`src/rtl/dmem_arbiter.sv`:
```
// dmem_arbiter: two-port arbiter/sequencer in front of a single-port data memory.
//   Port 0 is the core load/store unit and port 1 is the debug/DMA loader.
//   Each grant runs IDLE -> ACCESS -> DONE, which gives one access every three cycles.
//   Every output comes from a register.
//   Optional feature: define DMEM_ARB_ADDR_CHECK_EN to enable address range checking.
//     When enabled, an out-of-range address skips the memory access.
//     It is then acknowledged with errN=1 and rdataN=0.
// Ports:
//   clk_i, rst_ni                clock, asynchronous active-low reset
//   reqN_i, weN_i                request (held until ackN_o), 1=write 0=read
//   addrN_i, wdataN_i            word address and write data per requester
//   ackN_o, rdataN_o, errN_o     one-cycle completion pulse, read data, address error
//   mem_addr_o, mem_wdata_o      registered address and write data to memory
//   mem_we_o, mem_rd_o           registered write enable and read strobe
//   mem_rdata_i                  memory read data (combinational on mem_addr_o)
module dmem_arbiter #(
  parameter int ADDR_W     = 16,
  parameter int DATA_W     = 16,
  parameter int DEPTH_LOG2 = 3,
  parameter bit PRIO_MODE  = 1'b0
) (
  input  logic              clk_i,
  input  logic              rst_ni,
  input  logic              req0_i,
  input  logic              req1_i,
  input  logic              we0_i,
  input  logic              we1_i,
  input  logic [ADDR_W-1:0] addr0_i,
  input  logic [ADDR_W-1:0] addr1_i,
  input  logic [DATA_W-1:0] wdata0_i,
  input  logic [DATA_W-1:0] wdata1_i,
  output logic              ack0_o,
  output logic              ack1_o,
  output logic [DATA_W-1:0] rdata0_o,
  output logic [DATA_W-1:0] rdata1_o,
  output logic              err0_o,
  output logic              err1_o,
  output logic [ADDR_W-1:0] mem_addr_o,
  output logic [DATA_W-1:0] mem_wdata_o,
  output logic              mem_we_o,
  output logic              mem_rd_o,
  input  logic [DATA_W-1:0] mem_rdata_i
);
  typedef enum logic [1:0] {IDLE, ACCESS, DONE} state_e;
  state_e state_q;
  logic win_q, rr_q, we_q, err_q;
  logic win_d, we_d, oor_d;
  logic [ADDR_W-1:0] addr_d;
  logic [DATA_W-1:0] wdata_d;
  // rr_q names the port that wins a tie; it points away from the port served last.
  assign win_d   = (req0_i & req1_i) ? (PRIO_MODE ? 1'b0 : rr_q) : req1_i;
  assign addr_d  = win_d ? addr1_i : addr0_i;
  assign wdata_d = win_d ? wdata1_i : wdata0_i;
  assign we_d    = win_d ? we1_i : we0_i;
`ifdef DMEM_ARB_ADDR_CHECK_EN
  assign oor_d = |addr_d[ADDR_W-1:DEPTH_LOG2];
`else
  assign oor_d = 1'b0;
`endif
  always_ff @(posedge clk_i or negedge rst_ni) begin
    if (!rst_ni) begin
      state_q     <= IDLE;
      win_q       <= 1'b0;
      rr_q        <= 1'b0;
      we_q        <= 1'b0;
      err_q       <= 1'b0;
      ack0_o      <= 1'b0;
      ack1_o      <= 1'b0;
      err0_o      <= 1'b0;
      err1_o      <= 1'b0;
      rdata0_o    <= '0;
      rdata1_o    <= '0;
      mem_addr_o  <= '0;
      mem_wdata_o <= '0;
      mem_we_o    <= 1'b0;
      mem_rd_o    <= 1'b0;
    end else begin
      case (state_q)
        IDLE: if (req0_i | req1_i) begin
          win_q       <= win_d;
          we_q        <= we_d;
          err_q       <= oor_d;
          mem_addr_o  <= addr_d;
          mem_wdata_o <= wdata_d;
          // An out-of-range access leaves both strobes low, so memory is never touched.
          mem_we_o    <= we_d & ~oor_d;
          mem_rd_o    <= ~we_d & ~oor_d;
          state_q     <= ACCESS;
        end
        ACCESS: begin
          mem_we_o <= 1'b0;
          mem_rd_o <= 1'b0;
          ack0_o   <= ~win_q;
          ack1_o   <= win_q;
          err0_o   <= ~win_q & err_q;
          err1_o   <= win_q & err_q;
          // Writes leave rdata untouched unless they failed the address check.
          if ((~we_q | err_q) & ~win_q) rdata0_o <= err_q ? '0 : mem_rdata_i;
          if ((~we_q | err_q) & win_q) rdata1_o <= err_q ? '0 : mem_rdata_i;
          rr_q     <= ~win_q;
          state_q  <= DONE;
        end
        DONE: begin
          ack0_o  <= 1'b0;
          ack1_o  <= 1'b0;
          err0_o  <= 1'b0;
          err1_o  <= 1'b0;
          state_q <= IDLE;
        end
        default: state_q <= IDLE;
      endcase
    end
  end
endmodule

```
`config.mk`:
```
export PLATFORM = sky130hd
export DESIGN_NAME = dmem_arbiter
export DESIGN_NICKNAME = d
export VERILOG_FILES = /design/src/rtl/dmem_arbiter.sv
export SDC_FILE = /design/constraint.sdc
export NUM_CORES = 1
export LEC_CHECK = 0
export CORE_ASPECT_RATIO = 0.5
export CORE_MARGIN = 4
export CORE_UTILIZATION = 37
export DETAILED_ROUTE_END_ITERATION = 16
export GPL_TIMING_DRIVEN = 0
export PLACE_DENSITY = 0.87
export SYNTH_ARGS = -nofsm -noshare
export SYNTH_HDL_FRONTEND = slang
export SYNTH_SLANG_ARGS = --single-unit
export TNS_END_PERCENT = 10
```
`constraint.sdc`:
```
create_clock -name clk_i -period 1.75 [get_ports clk_i]
set_clock_uncertainty 0.2 [all_clocks]
set_input_delay 0.2625 -clock clk_i [delete_from_list [all_inputs] [get_ports clk_i]]
set_output_delay 0.2625 -clock clk_i [all_outputs]
set_load 0.02 [all_outputs]
```
After elaboration in Yosys (flattened, before gate mapping)
Cells that the tools add are included. W data, S select, Z words.

Logic and storage cells: 44. Memories: 0. Memory bits (read-only): 0. Bits in registers: 74. Bits in latches: 0. RAM bits: 0.

Reductions and logical operators: 8. Eq/ne operators: 3. Add/sub/neg operators: 0. $lt $le $gt $ge: 0. Divide/modulo/power cells: 0. Bitwise operators: 7. Multiply operators: 0. Shifts and indexed selects: 0. Mux-type cells: 13.

Operator list (number): $mux W16 (2); $pmux W1 S2 (4); $reduce_and A2 Y1 (4); $mux W1 (5); $pmux W2 S2 (1); $reduce_bool A2 Y1 (2); $and A1 B1 Y1 (3); $not A1 Y1 (3); $eq A2 B1 Y1 const B (1); $eq A2 B2 Y1 const B (1); $logic_not A2 Y1 (1); $mux W2 (1); $ne A2 B2 Y1 const B (1); $reduce_or A2 Y1 (1); $or A1 B1 Y1 (1).

Depth between registers and ports, before layout
Depth after elaboration: 6. Depth in mapped cells: 7. Gate-level depth less buffers: 5.

Least setup slack after synthesis
Ideal clock, no wire load.

Path type: flip-flop to flip-flop. Start: reg state_q[1]. End: reg rdata0_o[10]. Setup time: 0.125 ns. Stages on the path, launching flop included: 7. Period minus slack after synthesis: 1.885 ns. Arrival time: 1.560 ns. Path slack: -0.135 ns. Path through: dfrtp_1 inv_1 ha_1 inv_2 nor3_4 buf_12 mux2_4.

Longest elaborated chain between the ends: 2.

RTL lines: start, declared (RTL line 45) `state_e state_q;`; start signal, assigned (RTL line 62) `state_q <= IDLE;`; start signal, assigned (RTL line 88) `state_q <= ACCESS;`; start signal, assigned (RTL line 101) `state_q <= DONE;`; $eq A2 B1 Y1 (RTL line 78) `case (state_q)`; $reduce_and A2 Y1 (no line); end signal, assigned (RTL line 98) `if ((~we_q | err_q) & ~win_q) rdata0_o <= err_q ? '0 : mem_rdata_i;`; end, declared (RTL line 34) `output logic [DATA_W-1:0] rdata0_o,`.

No other way between the ends. A chain may end at the register's enable or synchronous reset.

Worst setup path in the final report
Start: reg state_q[1]. End: reg mem_we_o.

Longest elaborated chain between the ends: 3.

RTL lines: $eq A2 B1 Y1 or $logic_not A2 Y1 (tied branches) (RTL line 78); $reduce_bool A2 Y1 (no line) or $ne A2 B2 Y1 (tied branches); $reduce_and A2 Y1 (no line); end signal, assigned (RTL line 86) `mem_we_o <= we_d & ~oor_d;`; end, declared (RTL line 40) `output logic mem_we_o,`.

Parallel ways exist; a longest one is shown, timed or not.

==> impl_metrics.ini <==
[logic_synthesis]
synth_warnings = 0
synthXorXnorAreaFrac_pct = 0
synth.area.mux_share_pct = 12.7
synth-seq-area-share_pct = 55.4
avgSynthCellArea_um2 = 11.0
synth_top_family_by_area = compound AO/OA/AOI/OAI gates
synth_edf_count = 0
syn-cell-area_um2 = 3300
ys.flop_type = dfrtp_1
synth_cell_type_count = 32
synth_fa_ha_area_share_pct = 1.52
synth_seq_cells = 73
yosys.area_share.simple_pct = 6.53
async_flop_share_pct = 100
synth_compound_area_share_pct = 18.5
synth_cells = 299

[worst_setup_path]
crit_type = flip-flop to flip-flop
crit_path_end_kind = flip-flop
worst_ep_required_time_ns = 1.82
cp_max_fo = 8
arrival_ns = 1.85
start_kind = flip-flop

[cells_and_area]
final_cell_mix = clkdlybuf4s50_1, dfrtp_1, dlygate4sd2_1
fin_area_um2 = 5460
regArea_um2 = 1830
fillers = 679
finalCoreUtilization_pct = 63.0
final_common_cell = clkdlybuf4s50_1
syn_to_final_growth_pct = 65.7
final_nets = 569
drive_gt1_share_pct = 20.5
final_cells = 601
multi_input_area_um2 = 1350
antennaDiodeCount = 0

[sta]
timing.final.crit_share_pct = 102
max_freq_mhz = 561
slew_violations = 0
finalCriticalPeriod_ns = 1.78
fin_ws_ns = -0.0330
rsz0062_at_grt = true
setup_viol = 12
hold_viol = 0
fin_hold_ws_ns = 0.175

[route]
vias_per_cell = 5.14
postRouteAntennaNets = 0
drtIter0Drc = 165
drcViolationCount = 0
first_pass_iters = 4
routed_wl_um = 10200
vias = 3090
routedWlPerCell_um = 16.9

[die]
chipHeight_um = 74.8
die_x_um = 142
coreArea_um2 = 8680
pin_count = 156
die_area_um2 = 10600
initial_utilization_pct = 38.0
rows = 24

[clock_tree]
cts_buffer_depth = 2
cts_tree = built
clk_pin_slew_ns = 0.06
cts.htree.levels = 3
clock_latency_ns = 0.33
clock_sinks = 73
numCtsBuffers = 9
cts_root_buffer = clkbuf_16

[run_status]
status = finished, violations left
violations = negative setup slack

[global_routing]
grt_usage_pct = 18.5
antenna_found_initial = 0
grt_start_max_net_pins = 50
first_global_vias = 3067
grt_overflow = 0
grt_pass1_wl_um = 15400

[pwr]
intPower_mw = 6.12
pwr-share-comb_pct = 49.9
p_seq_share_pct = 29.8
leakagePower_nw = 2.39
power_density_nw_per_um2 = 1830
switchingPower_mw = 3.88
switching_share_pct = 38.8
max-vdd-ir-drop_mv = 0.823
clockPowerShare_pct = 20.3

[place]
finalWeightedCongestion = 0.761
dpl_cell_area_um2 = 5020
hpwl_um = 7060
io_buffers = 153
pre_cts_ws_ns = -0.342
dp.cells = 571

[run]
drv_cap = 0

[worst_hold_path]
worstHoldPathType = input port to asynchronous set/reset pin
synth_stat cells, types with 2 or more instances:
cell type | n | share of area (%)
ha_1 | 4 | 1.5
nor2_1 | 36 | 4.1
a21oi_1 | 33 | 5.0
buf_4 | 3 | 0.68
a31oi_1 | 32 | 6.1
inv_1 | 4 | 0.46
dfrtp_1 | 73 | 55
mux2_4 | 10 | 4.6
clkbuf_1 | 12 | 1.4
nand2_1 | 2 | 0.23
o21ai_0 | 37 | 5.6
mux2_2 | 24 | 8.2
buf_2 | 10 | 1.5
logic make-up (layout without fill, tap and decap cells):
kind of cell | Yosys count | count (layout)
compound gates | 109 | 109
fa+ha+maj | 4 | 4
buf+inv | 32 | 216
flops | 73 | 73
mux | 34 | 34
other cells | 1 | 2
simple gates | 46 | 46
critical path, stage by stage (launching register included):
cell and delay, ns:
dfrtp_1 0.40, inv_2 0.09, buf_4 0.12, ha_4 0.17
o21ai_4 0.11, or4_1 0.52, nand3_1 0.10
power by group through the flow:
| stage | clock network, mW | logic (mW) | registers, mW |
|---|---|---|---|
| CTS | 2.06 | 4.87 | 3.00 |
| floorplan | 0 | 1.87 | 3.99 |
| global placement | 0 | 5.08 | 3.01 |
| detailed placement | 0 | 5.19 | 3.05 |
| finish | 2.03 | 4.99 | 2.99 |
| global route | 2.14 | 5.37 | 3.10 |
layer usage:
metal | track usage [%] | vias to the layer above | routed length, µm
li1 | - | 1435 | -
met1 | 22.5 | 1511 | 4050
met2 | 32.2 | 116 | 5220
met3 | 4.95 | 28 | 558
met4 | 7.13 | 0 | 314
met5 | 0 | - | 0
through the flow:
step	total power, mW	setup TNS (ns)
2_1_floorplan	5.86	-0.640
3_3_place_gp	8.09	-181.33
3_5_place_dp	8.24	-13.91
4_1_cts	9.93	-0.326
5_1_grt	10.6	-1.50
6_report	10.0	-0.207
sequential cells by signal, indices dropped and copies added (netlist names):
register / flops
mem_addr_o: 16
mem_wdata_o: 16
rdata0_o: 16
rdata1_o: 16
state_q: 2
ack0_o: 1
ack1_o: 1
mem_rd_o: 1
mem_we_o: 1
rr_q: 1
we_q: 1
win_q: 1
path summary, 6_finish.rpt:
check	start	end	slack, ns	cells past startpoint
max reg2reg	state_q[1]	mem_we_o	-0.03	6
max	state_q[1]	mem_we_o	-0.03	6
min	rst_ni	rdata1_o[10]	0.18	2
min reg2reg	rdata1_o[9]	rdata1_o[9]	0.30	1
min in group clk_i	req0_i	state_q[1]	0.28	4
max in group asynchronous	rst_ni	mem_addr_o[11]	0.61	3
cell type report:
cell class | count | area share [%]
plain buffers | 26 | 3.27
inverters | 5 | 0.389
well taps | 117 | 2.68
repair buffers | 169 | 29.6
clock buffers | 9 | 4.12
flip-flops and latches | 73 | 33.4
clock inverters | 7 | 1.88
multi-input cells | 195 | 24.6
repair_timing:
action,CTS,global route
buffers inserted,9,5
endpoints found under the hold margin,39,0
resized for setup,79,32
hold buffers,1,0
pin swaps,1,1
setup endpoints to repair,126,61
cloned,1,0
Power figures use the tool's default switching activity.
